===== src/rtl/parity_100b_pkg.sv =====
// ---------------------------------------------------------------------------
// parity_100b_pkg
// Shared constants for the parity leaf block of the codes/ECC datapath.
//   PARITY_WIDTH : data width, in bits, of the standard parity word.
// ---------------------------------------------------------------------------
package parity_100b_pkg;

  localparam int PARITY_WIDTH = 100;

endpackage : parity_100b_pkg


===== src/rtl/parity_100b_if.sv =====
// ---------------------------------------------------------------------------
// parity_100b_if
// Bundles the data word and the parity bit it produces.
//   in_ : WIDTH-bit data word, driven by the producer (master)
//   out : parity bit (XOR of all in_ bits), driven by the parity block (slave)
// ---------------------------------------------------------------------------
interface parity_100b_if
  import parity_100b_pkg::*;
#(
  parameter int WIDTH = PARITY_WIDTH
);

  logic [WIDTH-1:0] in_;
  logic             out;

  modport master (output in_, input out);
  modport slave  (input in_, output out);

endinterface : parity_100b_if


===== src/rtl/parity_100b_xor_tree.sv =====
// ---------------------------------------------------------------------------
// parity_xor_tree
// Balanced XOR reduction of a WIDTH-bit word.
//   i_data : WIDTH-bit input word
//   o_par  : XOR of all bits of i_data
//
// The tree is laid out as a heap: node n combines nodes 2n and 2n+1, the
// input bits occupy leaves WIDTH..2*WIDTH-1 and node 1 is the root. Each
// level therefore halves the number of live values; when a level holds an
// odd count, the unpaired value is carried up one level and pairs with a
// node there. The deepest leaf sits ceil(log2(WIDTH)) XOR levels below the
// root, which is 7 for a 100-bit word.
// ---------------------------------------------------------------------------
module parity_xor_tree
  import parity_100b_pkg::*;
#(
  parameter int WIDTH = PARITY_WIDTH
) (
  input  logic [WIDTH-1:0] i_data,
  output logic             o_par
);

  // Index 0 is never used, so the array starts at 1 to keep the heap math plain.
  logic w_node [1:2*WIDTH-1];

  genvar g_leaf;
  generate
    for (g_leaf = 0; g_leaf < WIDTH; g_leaf++) begin : g_leaves
      assign w_node[WIDTH+g_leaf] = i_data[g_leaf];
    end
  endgenerate

  genvar g_int;
  generate
    for (g_int = 1; g_int < WIDTH; g_int++) begin : g_internal
      assign w_node[g_int] = w_node[2*g_int] ^ w_node[2*g_int+1];
    end
  endgenerate

  // For WIDTH == 1 the root is the single leaf and no XOR is built.
  assign o_par = w_node[1];

endmodule : parity_xor_tree


===== src/rtl/parity_100b.sv =====
// ---------------------------------------------------------------------------
// parity_100b
// Combinational parity generator: bus.out is 1 when bus.in_ holds an odd
// number of ones. Zero-cycle latency; no state.
//   clk   : clock (present for the standard block interface, unused)
//   reset : synchronous active-high reset (no effect on the output)
//   bus   : parity_100b_if.slave -- in_ (data word), out (parity bit)
// ---------------------------------------------------------------------------
module parity_100b
  import parity_100b_pkg::*;
#(
  parameter int WIDTH = PARITY_WIDTH
) (
  input  logic           clk,
  input  logic           reset,
  parity_100b_if.slave   bus
);

  logic w_par;

  parity_xor_tree #(
    .WIDTH (WIDTH)
  ) u_tree (
    .i_data (bus.in_),
    .o_par  (w_par)
  );

  assign bus.out = w_par;

  // clk and reset exist only for interface uniformity; gathering them into a
  // signal named *unused* marks them as intentionally unconsumed.
  logic w_unused_ctl;
  assign w_unused_ctl = clk ^ reset;

endmodule : parity_100b


===== src/flat_wrapper.sv =====
// flat-port wrapper written by rule: the top's interface ports become plain ports
module parity_100b_flat import parity_100b_pkg::*;
#(
  parameter int WIDTH = PARITY_WIDTH
)
  (clk, reset, bus_in_, bus_out);
  parity_100b_if #(.WIDTH(WIDTH)) bus_i ();
  input  logic clk;
  input  logic reset;
  input wire logic [$bits(bus_i.in_)-1:0] bus_in_;
  output wire logic [$bits(bus_i.out)-1:0] bus_out;
  assign bus_i.in_ = bus_in_;
  assign bus_out = bus_i.out;
  parity_100b #(.WIDTH(WIDTH)) u_core (.clk(clk), .reset(reset), .bus(bus_i));
endmodule

===== config.mk =====
export PLATFORM = sky130hd
export DESIGN_NAME = parity_100b_flat
export DESIGN_NICKNAME = d
export VERILOG_FILES = /design/src/rtl/parity_100b_pkg.sv /design/src/rtl/parity_100b_if.sv /design/src/rtl/parity_100b_xor_tree.sv /design/src/rtl/parity_100b.sv /design/src/flat_wrapper.sv
export SDC_FILE = /design/constraint.sdc
export NUM_CORES = 1
export LEC_CHECK = 0
export ABC_AREA = 1
export CAP_MARGIN = 20
export CORE_MARGIN = 5
export CORE_UTILIZATION = 40
export DETAILED_ROUTE_END_ITERATION = 8
export MAX_ROUTING_LAYER = met4
export PLACE_DENSITY_LB_ADDON = 0.05
export SLEW_MARGIN = 30
export SYNTH_ARGS = -nofsm -noshare
export SYNTH_HDL_FRONTEND = slang
export SYNTH_HIERARCHICAL = 1
export SYNTH_SLANG_ARGS = --single-unit

===== constraint.sdc =====
create_clock -name vclk -period 1.6
set_input_delay 0.32 -clock vclk [all_inputs]
set_output_delay 0.32 -clock vclk [all_outputs]
set_load 0.02 [all_outputs]

==> results of run 1 <==
final timing paths:
check / endpoint / cells past startpoint / start / slack (ns)
max: bus_out / 16 / bus_in_[63] / -0.30
min: bus_out / 11 / bus_in_[3] / 1.52
cells by family (layout without fill, tap and decap cells):
kind of cell	after synthesis	in the layout	synth area share (%)
xor gates and xnor gates	50	50	20.6
buffers and inverters	65	166	10.9
and+or+nand+nor	386	386	68.5
power by group through the flow:
stage          sequential [W]  combinational (W)  clock [W]
2_1_floorplan               0           0.000745          0
3_3_place_gp                0            0.00117          0
3_5_place_dp                0            0.00120          0
4_1_cts                     0            0.00126          0
5_1_grt                     0            0.00145          0
6_report                    0            0.00129          0
repair_timing:
item | in CTS | in global routing
gates cloned | 0 | 0
resized for setup | 539 | 22
setup endpoints to repair | 1 | 1
pin swaps | 216 | 25
per-layer routing:
metal	share of wire [%]	up-vias
met4	0.27	0
met3	4.9	2
li1	-	1665
met2	55	56
met5	0	-
met1	40	1319
cell usage after synthesis:
cell type / number
sky130_fd_sc_hd__nor2_1: 5
sky130_fd_sc_hd__inv_2: 8
sky130_fd_sc_hd__inv_1: 57
sky130_fd_sc_hd__nand3_1: 14
sky130_fd_sc_hd__nand2_2: 11
sky130_fd_sc_hd__nand3_2: 2
sky130_fd_sc_hd__nand3b_4: 1
sky130_fd_sc_hd__xnor2_2: 3
sky130_fd_sc_hd__xor2_1: 22
sky130_fd_sc_hd__nand2_4: 1
sky130_fd_sc_hd__nor2_2: 1
sky130_fd_sc_hd__nand2_1: 351
sky130_fd_sc_hd__xnor2_1: 25
final cells by class:
cell class	instances	area, um^2
fillers	562	2020
inverters	65	244
multi-input cells	436	2400
well taps	72	90.1
repair buffers	101	717
worst max-delay path, cell delays in order:
cell and delay, ns:
sky130_fd_sc_hd__buf_6 0.10, sky130_fd_sc_hd__xnor2_4 0.21, sky130_fd_sc_hd__inv_2 0.08, sky130_fd_sc_hd__nand2_1 0.06, sky130_fd_sc_hd__nand2_1 0.05, sky130_fd_sc_hd__nand2_1 0.08
sky130_fd_sc_hd__nand2_1 0.07, sky130_fd_sc_hd__nand2_1 0.08, sky130_fd_sc_hd__nand2_1 0.06, sky130_fd_sc_hd__nand2_2 0.06, sky130_fd_sc_hd__nand2_1 0.05, sky130_fd_sc_hd__nand2_2 0.06
sky130_fd_sc_hd__nand2_1 0.04, sky130_fd_sc_hd__nand2_1 0.07, sky130_fd_sc_hd__nand2_2 0.05, sky130_fd_sc_hd__buf_6 0.12
per-stage QoR:
stage	util, %	hold slack [ns]	setup TNS [ns]	total power (W)
floorplan	-	1.26	0	0.000745
global placement	61.5	2.37	-1.18	0.00117
detailed placement	61.5	2.38	-1.20	0.00120
CTS	61.5	1.53	-0.271	0.00126
global route	63.0	1.62	-0.415	0.00145
finish	63.0	1.52	-0.305	0.00129
layout by cell type (no fill, tap or decap), drive strengths merged:
| cell | netlist | layout |
|---|---|---|
| nand3b | 1 | 1 |
| xnor2 | 28 | 28 |
| nand2 | 363 | 363 |
| inv | 65 | 65 |
| nor2 | 6 | 6 |
| buf | 0 | 90 |
| nand3 | 16 | 16 |
| clkdlybuf4s15 | 0 | 11 |
| xor2 | 22 | 22 |
==> results.json, run 1 <==
{
  "floorplan.initialDensity_pct": 40.9,
  "final_net_count": 706,
  "die_h_um": 84.8,
  "critical_path_required_ns": 1.28,
  "syn-num-nets": 603,
  "rsz0062_at_grt": "yes",
  "syn-instance-count": 501,
  "vias_per_cell": 4.51,
  "power_per_cell_area_mw_per_mm2": 375,
  "final.clkbuf_count": 0,
  "globalRouteMet2Util_pct": 33.0,
  "p_clk_share_pct": 0,
  "number_of_global_route_vias_before_repair": 2770,
  "horizontal_die_dimension_um": 84.8,
  "ant_nets": 0,
  "route.final.wire_length_mm": 6.02,
  "iteration_0_drc_count_of_the_detailed_router": 60,
  "n_sequential_cell": 0,
  "finished_layout_cell_area_mm2": 0.00345,
  "place.detailed.instances": 674,
  "number_of_failing_hold_endpoints_at_the_final_stage": 0,
  "dpl-instance-area_mm2": 0.00336,
  "fp.dieArea_mm2": 0.00719,
  "setup-violations-final": 1,
  "final_layout_size_suffix_gt1_share_pct": 42.4,
  "holdBufCountCts": 0,
  "tightest_slew_ns": 0.191,
  "insertedDiodeCount": 0,
  "slew_headroom_pct": 87.2,
  "ys_warn_count": 6,
  "power.net_switching_w": 0.000722,
  "synth_sequential_area_ratio_pct": 0,
  "seq_power_share_pct": 0,
  "final_cell_count_without_fillers": 674,
  "coreArea_mm2": 0.00547,
  "num_rows": 27,
  "detail_route.first_pass.iterations": 4,
  "overflow": 0,
  "gr-max-usage-layer": "met2",
  "crit_path_end_kind": "output pin",
  "cts_post_setup_buffers_inserted": 0,
  "placer_s_final_routability_congestion_estimate": 0.777,
  "max_cap_violations": 0,
  "synth_largest_type_area_fraction_pct": 58.9,
  "synthDominantAreaCellType": "sky130_fd_sc_hd__nand2_1",
  "outcome": "complete, but fails checks",
  "flow.area_growth_from_synthesis_pct": 54.2,
  "p_leak_nw": 2.13,
  "timing_max_transition_violations_final": 0,
  "grt_pass1_wl_mm": 10.3,
  "violations": "setup timing",
  "comb_pwr_share_pct": 100.0,
  "p_sw_share_pct": 55.8,
  "vdd_ir_drop_max_uv": 175,
  "final-seq-area_um2": 0,
  "fmax_mhz": 525,
  "postSynthAreaPerCell_um2": 4.47,
  "grt_antenna_before_repair": 0,
  "drc": 0,
  "worst_setup_path_start_kind": "input pin",
  "grt_util_met3_pct": 1.37,
  "number_of_i_o_port_buffers": 101,
  "detail_route.wl_per_cell_um": 8.93,
  "finalCritPeriodShare_pct": 119,
  "largest_net_degree_at_the_start_of_global_routing": 5,
  "path_max_fanout": 4,
  "dpl.hpwl_mm": 5.05,
  "grt_use_total_pct": 16.2,
  "synth_top_cells_by_area": "sky130_fd_sc_hd__nand2_1, sky130_fd_sc_hd__xnor2_1, sky130_fd_sc_hd__inv_1",
  "cp.arrival_ns": 1.58,
  "routed_via_count": 3042,
  "synth.lib_cells_used.distinct": 13,
  "dp_slack_ns": -1.20,
  "min_path_type": "input pin to output pin",
  "grt_use_met1_pct": 17.4,
  "crit_type": "input pin to output pin",
  "synth.cell_area_mm2": 0.00224,
  "p_int_w": 0.000571,
  "layout_min_cycle_time_ns": 1.90,
  "timing.final.ws_setup_ns": -0.305,
  "pin_count": 103
}
Power figures use the tool's default switching activity.
==> inputs of run 2 (changes only) <==
Settings changed: CORE_ASPECT_RATIO set to 0.9.
==> results.json, run 2 (synthesized netlist as in run 1, its figures left out) <==
{
  "drc": 0,
  "worst_setup_path_start_kind": "input pin",
  "number_of_i_o_port_buffers": 101,
  "finished_layout_cell_area_mm2": 0.00357,
  "p_leak_nw": 2.16,
  "iteration_0_drc_count_of_the_detailed_router": 48,
  "mostFrequentLayoutCell": "sky130_fd_sc_hd__nand2_1",
  "cp.arrival_ns": 1.58,
  "timing.final.ws_setup_ns": -0.297,
  "critical_path.startpoint": "bus_in_[0]",
  "final_layout_size_suffix_gt1_share_pct": 49.6,
  "grt_use_total_pct": 16.7,
  "final_cell_count_without_fillers": 670,
  "final.clkbuf_count": 0,
  "die_h_um": 80.9,
  "critical_path_required_ns": 1.28,
  "place.detailed.instances": 669,
  "num_rows": 25,
  "vdd_ir_drop_max_uv": 199,
  "n_sequential_cell": 0,
  "multi_input_area_mm2": 0.00255,
  "dp_slack_ns": -1.22,
  "gr-max-usage-layer": "met2",
  "tightest_slew_ns": 0.202,
  "number_of_failing_hold_endpoints_at_the_final_stage": 0,
  "worstSetupEndpoint": "bus_out",
  "pin_count": 103,
  "insertedDiodeCount": 0,
  "nFillCells": 539,
  "layout.cells.most_common_list": "sky130_fd_sc_hd__nand2_1, sky130_fd_sc_hd__nand2_2, sky130_fd_sc_hd__buf_2, sky130_fd_sc_hd__inv_2, sky130_fd_sc_hd__buf_6",
  "power_per_cell_area_mw_per_mm2": 385,
  "timing_max_transition_violations_final": 0,
  "fp.dieArea_mm2": 0.00719,
  "flow.area_growth_from_synthesis_pct": 59.7,
  "grt_use_met1_pct": 17.6,
  "holdBufCountCts": 0,
  "violations": "setup timing",
  "floorplan.initialDensity_pct": 41.8,
  "final-seq-area_um2": 0,
  "slew_headroom_pct": 86.5,
  "dpl-instance-area_mm2": 0.00336,
  "layout_min_cycle_time_ns": 1.90,
  "worst_hold_path.num_cells": 11,
  "grt_pass1_wl_mm": 10.1,
  "coreArea_mm2": 0.00535,
  "grt_util_met3_pct": 1.01,
  "overflow": 0,
  "min_path_type": "input pin to output pin",
  "max_cap_violations": 0,
  "routed_via_count": 3008,
  "final_net_count": 707,
  "timing.setup.tns_ns": -0.297,
  "dpl.hpwl_mm": 5.03,
  "route.final.wire_length_mm": 6.47,
  "setup-violations-final": 1,
  "path_max_fanout": 2,
  "detail_route.first_pass.iterations": 5,
  "fin_worst_hold_slack_ns": 1.49,
  "ant_nets": 0,
  "number_of_global_route_vias_before_repair": 2731,
  "horizontal_die_dimension_um": 88.8,
  "globalRouteMet2Util_pct": 35.3,
  "largest_net_degree_at_the_start_of_global_routing": 5,
  "crit_path_end_kind": "output pin",
  "finalCritPeriodShare_pct": 119,
  "outcome": "complete, but fails checks",
  "detail_route.wl_per_cell_um": 9.66,
  "placer_s_final_routability_congestion_estimate": 0.755,
  "vias_per_cell": 4.49,
  "crit_type": "input pin to output pin",
  "rsz0062_at_grt": "yes",
  "grt_antenna_before_repair": 0,
  "fmax_mhz": 527
}
[run 2: where the power goes]
part / leakage [nW] / switching, W / internal [W]
clock: 0 / 0 / 0
combinational: 2.16 / 0.000778 / 0.000596
sequential: 0 / 0 / 0
total: 2.16 / 0.000778 / 0.000596
[run 2: layer usage]
layer  vias up  share of wire (%)
met3         2                4.8
met1      1290                 38
met2        55                 57
li1       1661                  -
met4         0               0.15
met5         -                  0
[run 2: how the worst min path moves through the flow]
stage / startpoint / to / slack, ns
3_5_place_dp: bus_in_[2] / bus_out / 2.39
2_1_floorplan: bus_in_[2] / bus_out / 1.26
5_1_grt: bus_in_[3] / bus_out / 1.59
4_1_cts: bus_in_[3] / bus_out / 1.52
6_report: bus_in_[3] / bus_out / 1.49
3_3_place_gp: bus_in_[83] / bus_out / 2.37
[run 2: critical path, cell delays in order]
cell	delay, ns
sky130_fd_sc_hd__clkdlybuf4s15_2	0.20
sky130_fd_sc_hd__xnor2_1	0.16
sky130_fd_sc_hd__nand2_1	0.08
sky130_fd_sc_hd__nand2_2	0.09
sky130_fd_sc_hd__nand3b_4	0.14
sky130_fd_sc_hd__nand2_2	0.05
sky130_fd_sc_hd__nand2_2	0.07
sky130_fd_sc_hd__nand2_1	0.05
sky130_fd_sc_hd__nand2_1	0.07
sky130_fd_sc_hd__nand2_2	0.05
sky130_fd_sc_hd__inv_1	0.05
sky130_fd_sc_hd__nand2_1	0.05
sky130_fd_sc_hd__nand2_2	0.07
sky130_fd_sc_hd__buf_6	0.11
[run 2: what timing repair did]
item,4_1_cts,5_1_grt
resized for setup,531,83
setup buffers,1,0
setup endpoints to repair,1,1
pin swaps,192,106
[run 2: through the flow]
stage	util (%)	total power, W
after CTS	63.2	0.00127
after global routing	66.8	0.00154
after floorplan	-	0.000745
after detailed placement	62.8	0.00120
final	66.8	0.00137
after global placement	62.8	0.00117
[run 2: area by class of cell]
cell class | instances | area share, %
inverters | 65 | 7.11
well taps | 67 | 2.35
repair buffers | 102 | 19.3
multi-input cells | 436 | 71.3
==> inputs of run 3 (changes only) <==
Settings changed: CORE_UTILIZATION 40 to 41, SYNTH_HIERARCHICAL 1 to not set.
==> results.json, run 3 <==
{
  "n_sequential_cell": 0,
  "final_cell_count_without_fillers": 734,
  "outcome": "complete, but fails checks",
  "horizontal_die_dimension_um": 89.5,
  "die_h_um": 81.6,
  "power.net_switching_w": 0.000809,
  "flow.area_growth_from_synthesis_pct": 60.2,
  "vias_per_cell": 4.55,
  "grt_pass1_wl_mm": 11.1,
  "mostFrequentLayoutCell": "sky130_fd_sc_hd__nand2_1",
  "grt_antenna_before_repair": 0,
  "synthDominantAreaCellType": "sky130_fd_sc_hd__nand2_1",
  "worst_setup_path_start_kind": "input pin",
  "detail_route.first_pass.iterations": 4,
  "nFillCells": 598,
  "syn-instance-count": 563,
  "violations": "setup timing",
  "syn-num-nets": 665,
  "p_clk_share_pct": 0,
  "comb_pwr_share_pct": 100.0,
  "final-seq-area_um2": 0,
  "synth_sequential_area_ratio_pct": 0,
  "seq_power_share_pct": 0,
  "synth_top_cells_by_area": "sky130_fd_sc_hd__nand2_1, sky130_fd_sc_hd__inv_1, sky130_fd_sc_hd__xnor2_1",
  "slowest_stage": "sky130_fd_sc_hd__xor2_2",
  "drc": 0,
  "synthTopCellsByCount": "sky130_fd_sc_hd__nand2_1, sky130_fd_sc_hd__inv_1, sky130_fd_sc_hd__xnor2_1",
  "largest_net_degree_at_the_start_of_global_routing": 5,
  "cp.arrival_ns": 1.57,
  "ant_nets": 0,
  "min-delay-start": "bus_in_[2]",
  "globalRouteMet2Util_pct": 36.7,
  "number_of_failing_hold_endpoints_at_the_final_stage": 0,
  "gr-max-usage-layer": "met2",
  "timing.final.ws_setup_ns": -0.291,
  "grt_util_met3_pct": 0.702,
  "number_of_global_route_vias_before_repair": 3074,
  "crit_path_end_kind": "output pin",
  "final_net_count": 768,
  "rsz0062_at_grt": "yes",
  "route.final.wire_length_mm": 6.72,
  "slew_headroom_pct": 87.3,
  "setup-violations-final": 1,
  "p_sw_share_pct": 57.3,
  "coreArea_mm2": 0.00560,
  "insertedDiodeCount": 0,
  "fmax_mhz": 529,
  "fp.dieArea_mm2": 0.00730,
  "p_int_w": 0.000603,
  "min_path_type": "input pin to output pin",
  "critical_path_required_ns": 1.28,
  "p_leak_nw": 2.37,
  "layout_min_cycle_time_ns": 1.89,
  "routed_via_count": 3339,
  "place.detailed.instances": 734,
  "post_synth_xor_area_fraction_pct": 12.8,
  "final_layout_size_suffix_gt1_share_pct": 47.1,
  "dp_slack_ns": -1.21,
  "yosys.area_share.adder_pct": 0,
  "synth.cell_area_mm2": 0.00233,
  "iteration_0_drc_count_of_the_detailed_router": 60,
  "vdd_ir_drop_max_uv": 227,
  "num_rows": 26,
  "tightest_slew_ns": 0.190,
  "timing.setup.tns_ns": -0.291,
  "muxShareOfSynthArea_pct": 0,
  "multi_input_area_mm2": 0.00261,
  "timing_max_transition_violations_final": 0,
  "max_cap_violations": 0,
  "crit_type": "input pin to output pin",
  "layout.cells.most_common_list": "sky130_fd_sc_hd__nand2_1, sky130_fd_sc_hd__nand2_2, sky130_fd_sc_hd__inv_2, sky130_fd_sc_hd__buf_2, sky130_fd_sc_hd__buf_6",
  "cp_top_family": "simple AND/OR/NAND/NOR gates",
  "synth.most_common_cell": "sky130_fd_sc_hd__nand2_1",
  "grt_use_met1_pct": 19.7,
  "synth_largest_type_area_fraction_pct": 67.0,
  "overflow": 0,
  "pin_count": 103,
  "final.clkbuf_count": 0,
  "critical-path-top-cell-by-count": "sky130_fd_sc_hd__nand2_2",
  "dpl.hpwl_mm": 5.35,
  "synth-simple-area-share_pct": 73.6,
  "critPathBufInv": 3,
  "ys_warn_count": 0,
  "placer_s_final_routability_congestion_estimate": 0.723,
  "power_per_cell_area_mw_per_mm2": 378,
  "critical_path.max_stage_delay_ns": 0.16,
  "detail_route.wl_per_cell_um": 9.15,
  "synth_top_family_by_area": "simple AND/OR/NAND/NOR gates",
  "number_of_i_o_port_buffers": 101,
  "synth.lib_cells_used.distinct": 10,
  "postSynthAreaPerCell_um2": 4.14,
  "critical_path.startpoint": "bus_in_[83]",
  "path_max_fanout": 2,
  "floorplan.initialDensity_pct": 41.7,
  "grt_use_total_pct": 17.9,
  "finalCritPeriodShare_pct": 118,
  "synth_compound_gate_area_share_pct": 0,
  "crit_chain": "buf_4 -> xor2_2 -> nand2_1 -> nand2_1 -> nand2_1 -> nand2_2 -> nand2_1 -> nand2_2 -> nand2_2 -> nand2_2 -> inv_2 -> nand2_2 -> nand3_2 -> nand2_4 -> buf_6"
}
## run 3: cell types whose count changed in the layout (fill, tap and decap cells not counted), sizes merged
cell	previous run	this run
nand2	363	423
inv	65	85
buf	90	100
xnor2	28	20
xor2	22	14
clkdlybuf4s15	7	0
clkbuf	5	1
nor2	6	4
nand3	16	17
nand3b	1	0
## run 3: metal layers
metal	vias to the layer above	part of all wire, %
met1	1433	41
met2	74	53
met4	0	0.31
met3	4	5.6
met5	-	0
li1	1828	-
## run 3: final timing paths
path                       to  slack, ns  cells after the start
worst min-delay path  bus_out       1.48                     11
worst max-delay path  bus_out      -0.29                     15
## run 3: timing repair
action,CTS,global route
setup endpoints to repair,1,1
resized for setup,604,47
pin swaps,227,51
endpoints found under the hold margin,0,0
hold buffers,0,0
setup buffers,0,0
## run 3: cells by family (layout without fill, tap and decap cells)
group	count (synthesis)	count (layout)
xor+xnor	34	34
simple gates	444	444
buf+inv	85	186
## run 3: through the flow
stage          hold slack (ns)  power (W)  cell area (um^2)  util [%]
2_1_floorplan             1.25   0.000751              2350         -
3_3_place_gp              2.34    0.00116              3450      61.6
3_5_place_dp              2.35    0.00120              3450      61.6
4_1_cts                   1.48    0.00133              3580      63.9
5_1_grt                   1.57    0.00159              3740      66.8
6_report                  1.48    0.00141              3740      66.8
## run 3: final cells by class
| class | instances | share of cell area, % |
|---|---|---|
| Inverter | 85 | 8.54 |
| Timing Repair Buffer | 101 | 19.3 |
| Multi-Input combinational cell | 478 | 69.9 |
| Tap cell | 70 | 2.34 |
## run 3: power by group through the flow
stage / clock network [W] / logic, W / registers (W)
final: 0 / 0.00141 / 0
after detailed placement: 0 / 0.00120 / 0
after floorplan: 0 / 0.000751 / 0
after global placement: 0 / 0.00116 / 0
after global routing: 0 / 0.00159 / 0
after CTS: 0 / 0.00133 / 0
